$ cat src/rtl/regbank_bist_if.sv
`default_nettype none
// ============================================================================
// Module   : regbank_bist_if
// Purpose  : Write/read port bundle between the BIST initiator and the bank.
// Revision : 1.0
// ============================================================================
interface regbank_bist_if #(
    parameter int AW = 5,
    parameter int DW = 32
);
    logic          write;
    logic [AW-1:0] dr;
    logic [DW-1:0] wrData;
    logic [AW-1:0] sr1;
    logic [AW-1:0] sr2;
    logic [DW-1:0] rdData1;
    logic [DW-1:0] rdData2;

    modport master (
        output write, dr, wrData, sr1, sr2,
        input  rdData1, rdData2
    );

    modport slave (
        input  write, dr, wrData, sr1, sr2,
        output rdData1, rdData2
    );
endinterface
`default_nettype wire

$ cat src/rtl/regbank_bist.sv
`default_nettype none
// ============================================================================
// Module   : regbank_bist
// Purpose  : Two-pass (true/inverted) write-then-pairwise-readback self-test
//            of a 2R/1W register bank with error count and first failure.
// Revision : 1.0
// ============================================================================
module regbank_bist #(
    parameter int AW    = 5,
    parameter int DW    = 32,
    parameter int NREGS = 32,
    parameter int MULT  = 10
) (
    input  logic            clk,
    input  logic            reset,
    input  logic            start,
    regbank_bist_if.master  bank,
    output logic            busy,
    output logic            done,
    output logic            fail,
    output logic [AW+1:0]   err_count,
    output logic [AW-1:0]   first_fail_reg
);

    typedef enum logic [1:0] {
        S_IDLE  = 2'd0,
        S_WRITE = 2'd1,
        S_READ  = 2'd2,
        S_DONE  = 2'd3
    } state_t;

    localparam logic [AW-1:0] c_last_wr = AW'(NREGS - 1);
    localparam logic [AW-1:0] c_last_rd = AW'(NREGS / 2 - 1);

    state_t          r_state;
    state_t          w_state_nxt;
    logic [AW-1:0]   r_idx;
    logic [AW-1:0]   w_idx_nxt;
    logic            r_pass;
    logic            w_pass_nxt;
    logic            w_accept;

    logic [DW-1:0]   w_exp1;
    logic [DW-1:0]   w_exp2;
    logic            w_mis1;
    logic            w_mis2;
    logic [AW-1:0]   w_sr1_nxt;
    logic [AW-1:0]   w_sr2_nxt;
    logic [AW+1:0]   w_err_sum;

    function automatic logic [DW-1:0] f_exp(input logic [AW-1:0] k, input logic p);
        logic [DW-1:0] v;
        v = DW'(k) * DW'(MULT);
        return p ? ~v : v;
    endfunction

    // The read selects currently on the bus identify what rdData1/2 must hold.
    always_comb begin
        w_exp1    = f_exp(bank.sr1, r_pass);
        w_exp2    = f_exp(bank.sr2, r_pass);
        w_mis1    = (r_state == S_READ) && (bank.rdData1 != w_exp1);
        w_mis2    = (r_state == S_READ) && (bank.rdData2 != w_exp2);
        w_err_sum = err_count + (AW+2)'(w_mis1) + (AW+2)'(w_mis2);
    end

    always_comb begin
        w_state_nxt = r_state;
        w_idx_nxt   = r_idx;
        w_pass_nxt  = r_pass;
        w_accept    = 1'b0;
        case (r_state)
            S_IDLE: begin
                if (start) begin
                    w_accept    = 1'b1;
                    w_state_nxt = S_WRITE;
                    w_idx_nxt   = '0;
                    w_pass_nxt  = 1'b0;
                end
            end
            S_WRITE: begin
                if (r_idx == c_last_wr) begin
                    w_state_nxt = S_READ;
                    w_idx_nxt   = '0;
                end else begin
                    w_idx_nxt = r_idx + 1'b1;
                end
            end
            S_READ: begin
                if (r_idx == c_last_rd) begin
                    w_idx_nxt = '0;
                    if (!r_pass) begin
                        w_state_nxt = S_WRITE;
                        w_pass_nxt  = 1'b1;
                    end else begin
                        w_state_nxt = S_DONE;
                    end
                end else begin
                    w_idx_nxt = r_idx + 1'b1;
                end
            end
            S_DONE: begin
                w_state_nxt = S_IDLE;
                w_idx_nxt   = '0;
            end
            default: begin
                w_state_nxt = S_IDLE;
                w_idx_nxt   = '0;
            end
        endcase
    end

    always_comb begin
        w_sr1_nxt = '0;
        w_sr2_nxt = '0;
        if (w_state_nxt == S_READ) begin
            w_sr1_nxt = {w_idx_nxt[AW-2:0], 1'b0};
            w_sr2_nxt = {w_idx_nxt[AW-2:0], 1'b1};
        end
    end

    // Bank-side outputs are registered from the next state, so they line up
    // with the cycle the state machine is in.
    always_ff @(posedge clk) begin
        if (reset) begin
            r_state        <= S_IDLE;
            r_idx          <= '0;
            r_pass         <= 1'b0;
            bank.write     <= 1'b0;
            bank.dr        <= '0;
            bank.wrData    <= '0;
            bank.sr1       <= '0;
            bank.sr2       <= '0;
            busy           <= 1'b0;
            done           <= 1'b0;
            fail           <= 1'b0;
            err_count      <= '0;
            first_fail_reg <= '0;
        end else begin
            r_state     <= w_state_nxt;
            r_idx       <= w_idx_nxt;
            r_pass      <= w_pass_nxt;
            bank.write  <= (w_state_nxt == S_WRITE);
            bank.dr     <= (w_state_nxt == S_WRITE) ? w_idx_nxt : '0;
            bank.wrData <= (w_state_nxt == S_WRITE) ? f_exp(w_idx_nxt, w_pass_nxt) : '0;
            bank.sr1    <= w_sr1_nxt;
            bank.sr2    <= w_sr2_nxt;
            busy        <= (w_state_nxt == S_WRITE) || (w_state_nxt == S_READ);
            done        <= (w_state_nxt == S_DONE);
            if (w_accept) begin
                fail           <= 1'b0;
                err_count      <= '0;
                first_fail_reg <= '0;
            end else if (r_state == S_READ) begin
                err_count <= w_err_sum;
                if (!fail && (w_mis1 || w_mis2)) begin
                    fail           <= 1'b1;
                    first_fail_reg <= w_mis1 ? bank.sr1 : bank.sr2;
                end
            end
        end
    end

endmodule
`default_nettype wire

$ cat src/flat_wrapper.sv
// flat-port wrapper written by rule: the top's interface ports become plain ports
module regbank_bist_flat 
#(
    parameter int AW    = 5,
    parameter int DW    = 32,
    parameter int NREGS = 32,
    parameter int MULT  = 10
)
  (clk, reset, start, busy, done, fail, err_count, first_fail_reg, bank_write, bank_dr, bank_wrData, bank_sr1, bank_sr2, bank_rdData1, bank_rdData2);
  regbank_bist_if #(.AW(AW), .DW(DW)) bank_i ();
  input  logic clk;
  input  logic reset;
  input  logic start;
  output logic busy;
  output logic done;
  output logic fail;
  output logic [AW+1:0] err_count;
  output logic [AW-1:0] first_fail_reg;
  output wire logic [$bits(bank_i.write)-1:0] bank_write;
  output wire logic [$bits(bank_i.dr)-1:0] bank_dr;
  output wire logic [$bits(bank_i.wrData)-1:0] bank_wrData;
  output wire logic [$bits(bank_i.sr1)-1:0] bank_sr1;
  output wire logic [$bits(bank_i.sr2)-1:0] bank_sr2;
  input wire logic [$bits(bank_i.rdData1)-1:0] bank_rdData1;
  input wire logic [$bits(bank_i.rdData2)-1:0] bank_rdData2;
  assign bank_write = bank_i.write;
  assign bank_dr = bank_i.dr;
  assign bank_wrData = bank_i.wrData;
  assign bank_sr1 = bank_i.sr1;
  assign bank_sr2 = bank_i.sr2;
  assign bank_i.rdData1 = bank_rdData1;
  assign bank_i.rdData2 = bank_rdData2;
  regbank_bist #(.AW(AW), .DW(DW), .NREGS(NREGS), .MULT(MULT)) u_core (.clk(clk), .reset(reset), .start(start), .bank(bank_i), .busy(busy), .done(done), .fail(fail), .err_count(err_count), .first_fail_reg(first_fail_reg));
endmodule
$ cat config.mk
export PLATFORM = sky130hd
export DESIGN_NAME = regbank_bist_flat
export DESIGN_NICKNAME = d
export VERILOG_FILES = /design/src/rtl/regbank_bist_if.sv /design/src/rtl/regbank_bist.sv /design/src/flat_wrapper.sv
export SDC_FILE = /design/constraint.sdc
export NUM_CORES = 1
export LEC_CHECK = 0
export ABC_AREA = 1
export CORE_MARGIN = 10
export CORE_UTILIZATION = 43
export CTS_CLUSTER_SIZE = 16
export DETAILED_ROUTE_END_ITERATION = 12
export GPL_ROUTABILITY_DRIVEN = 0
export PLACE_DENSITY = 0.81
export SLEW_MARGIN = 20
export SYNTH_ARGS = -nofsm -noshare
export SYNTH_HDL_FRONTEND = slang
export SYNTH_SLANG_ARGS = --single-unit
$ cat constraint.sdc
create_clock -name clk -period 4.3 [get_ports clk]
set_clock_uncertainty 0.05 [all_clocks]
set_input_delay 0.43 -clock clk [delete_from_list [all_inputs] [get_ports clk]]
set_output_delay 0.43 -clock clk [all_outputs]
set_load 0.1 [all_outputs]
==> metrics <==
Die H=104.6 µm; Post-Syn Instances=between 400 and 500; final hold slack=between 400 and 500 ps; Initial Util=0.4475; final number of hold-violating endpoints=0; routed len/inst=~14 µm; DR iter-0 viols=between 100 and 150; Worst-Margin Slew=1027 ps; vias per cell=approximately 4.7; CP Class=reg -> reg; CTS max path bufs=2; Vias=3173; final net count=around 670; top post-synthesis cells by area=dfxtp_1, nand2_1, nor2_1; Synth cell types=31; Biggest register=u_core.bank.wrData; Synthesized Nets=571; critical path fanouts, max=8; cts-stage hold buffer count=0; top layer in use=met4; overall routed net length=approximately 9000 µm; RSZ-0062 raised after global routing=false; Max VDD drop=approximately 0.26 mV; Slew headroom=0.3129; die area=between 10000 and 15000 µm²; initial antenna violation count=0; #FFs+latches synth=43; metal2 WL=around 4700 µm; Final Cycle Share=0.8470; FP Rows=30; Hold WC Path Type=reg -> reg; Leakage=just under 2 nW; status=complete, no violations; CTS tree=built; Setup WS pre-CTS=763.4 ps; most common cell after layout, fill and taps aside=nand2_1; die width=104.6 µm; DR pass1 iterations=4; Fillers=between 600 and 700; sum of negative setup slack=0 ps; EDFF count, synth=0; post-CTS sizing=0; Synth area leader=dfxtp_1; H-tree Lvls=2; YS warnings=0; ratio of cells with drive above 1 in the final layout=0.02062; Final ANT Viol Nets=0; most frequent cells in the layout=nand2_1, clkdlybuf4s50_1, nor2_1; Post-route DRC=0; clock root buffer=clkbuf_8; WHS Path Cells=2; Post-synth top flop=dfxtp_1; Max Fclk=between 200 and 300 MHz; area of the core region=6869 µm²; post-route met1 wirelength=about 4000 µm; clk sink count=43; Ports=130; Register-to-Register Path Depth=20; Top Registers=u_core.bank.wrData (9), u_core.err_count (7); Req. time, crit path=between 4000 and 5000 ps; Mapped Area=slightly above 3000 µm²; vias in the first global route=about 3.0k; Post-Synthesis Mean Instance Area=~6.4 µm²; fin crit period=3642 ps; setup repair bufs after CTS=0; Max Cap Viol=0; routed length on met3=between 300 and 400 µm; total CTS buffers=5; IO Port Bufs=around 130; startpoint types=register; Final HPWL DP=about 7600 µm; GRT Total Usage=0.1602; Final WS setup=approximately 660 ps; P per Cell Area=slightly above 200 nW/µm²; Largest register FFs=9; Layout Utilization=0.6308; clock latency at the later pin of the worst-skew pair=290 ps; largest net degree at the start of global routing=25; first-pass GRT wire length=about 15000 µm; register area share after synthesis=0.2800; GR Overflow Total=0; n_diodes=0; Layout area overhead=40.94%; CP arrival=around 3800 ps; Worst-path clk slew=about 90 ps; post-synth top area share=0.2800; crit path capture type=register; final setup fails=0; fraction of registers with async set/reset=0; final slew viol count=0
==> per-stage QoR <==
step                total power, mW  cells  cell area (µm²)
floorplan                    0.5033    480             3074
global placement             0.5872    670             4220
detailed placement           0.5894    670             4220
CTS                          0.9022    678             4333
global route                 0.9353    678             4333
finish                       0.8941    678             4333
==> worst paths after layout <==
kind / startpoint / endpoint / slack (ps)
worst min-delay path: u_core.err_count[6] / u_core.err_count[6] / 440
worst min register to register: u_core.err_count[6] / u_core.err_count[6] / 440
worst max register to register: u_core.bank.sr1[4] / u_core.err_count[6] / 660
worst max-delay path: u_core.bank.sr1[4] / u_core.err_count[6] / 660
==> cells in the mapped netlist, types with 2 or more instances <==
| library cell | count |
|---|---|
| nand2_1 | 129 |
| nor2_1 | 74 |
| inv_1 | 72 |
| dfxtp_1 | 43 |
| buf_4 | 30 |
| nand3_1 | 23 |
| o21ai_0 | 21 |
| a21oi_1 | 20 |
| ha_1 | 20 |
| nand4_1 | 7 |
| nor3_1 | 7 |
| xnor2_1 | 7 |
| fa_1 | 4 |
| xor2_1 | 4 |
| buf_6 | 2 |
| clkbuf_1 | 2 |
==> worst max-delay path: stages, from the launching register on <==
cell,delay [ps]
dfxtp_1,480
ha_1,330
ha_1,240
fa_1,510
inv_1,40
nand2_1,70
nand3_1,70
nand2_1,80
nor2_1,40
nand2_1,50
nor2_1,40
nand3_1,100
nand2_1,90
inv_1,90
fa_1,190
ha_1,150
inv_1,50
nor3_1,380
nand4_1,190
or2_0,250
a21oi_1,110
==> power by group <==
group / total [mW] / internal, mW / leakage (nW) / switching [mW]
clock: 0.313 / 0.173 / 0.0581 / 0.140
sequential: 0.407 / 0.404 / 0.348 / 0.00291
combinational: 0.175 / 0.0821 / 1.56 / 0.0925
==> metal layers <==
layer,vias up,global-route usage
met1,1432,0.1932
met4,0,0.02584
met5,-,0
li1,1653,-
met3,7,0.02641
met2,81,0.2932
==> layout make-up <==
| class | instances | area (µm²) | share of cell area |
|---|---|---|---|
| clock buffers | 5 | 68.82 | 0.01588 |
| clock inverters | 3 | 43.79 | 0.01011 |
| inverters | 74 | 277.8 | 0.06411 |
| multi-input cells | 329 | 1680 | 0.3878 |
| flip-flops and latches | 43 | 860.8 | 0.1987 |
| well taps | 96 | 120.1 | 0.02772 |
| repair buffers | 128 | 1281 | 0.2957 |
==> logic make-up after synthesis <==
group,Yosys count,share of synthesized area
XOR/XNOR,11,0.03134
multiplexers,1,0.003663
AO/OA/AOI/OAI,46,0.07937
AND/OR/NAND/NOR,246,0.3236
buffers and inverters,108,0.1734
other,1,0.001220
flip-flops,43,0.2800
adder cells (fa/ha/maj),24,0.1074
No activity file was read; power rests on OpenSTA's default activity.
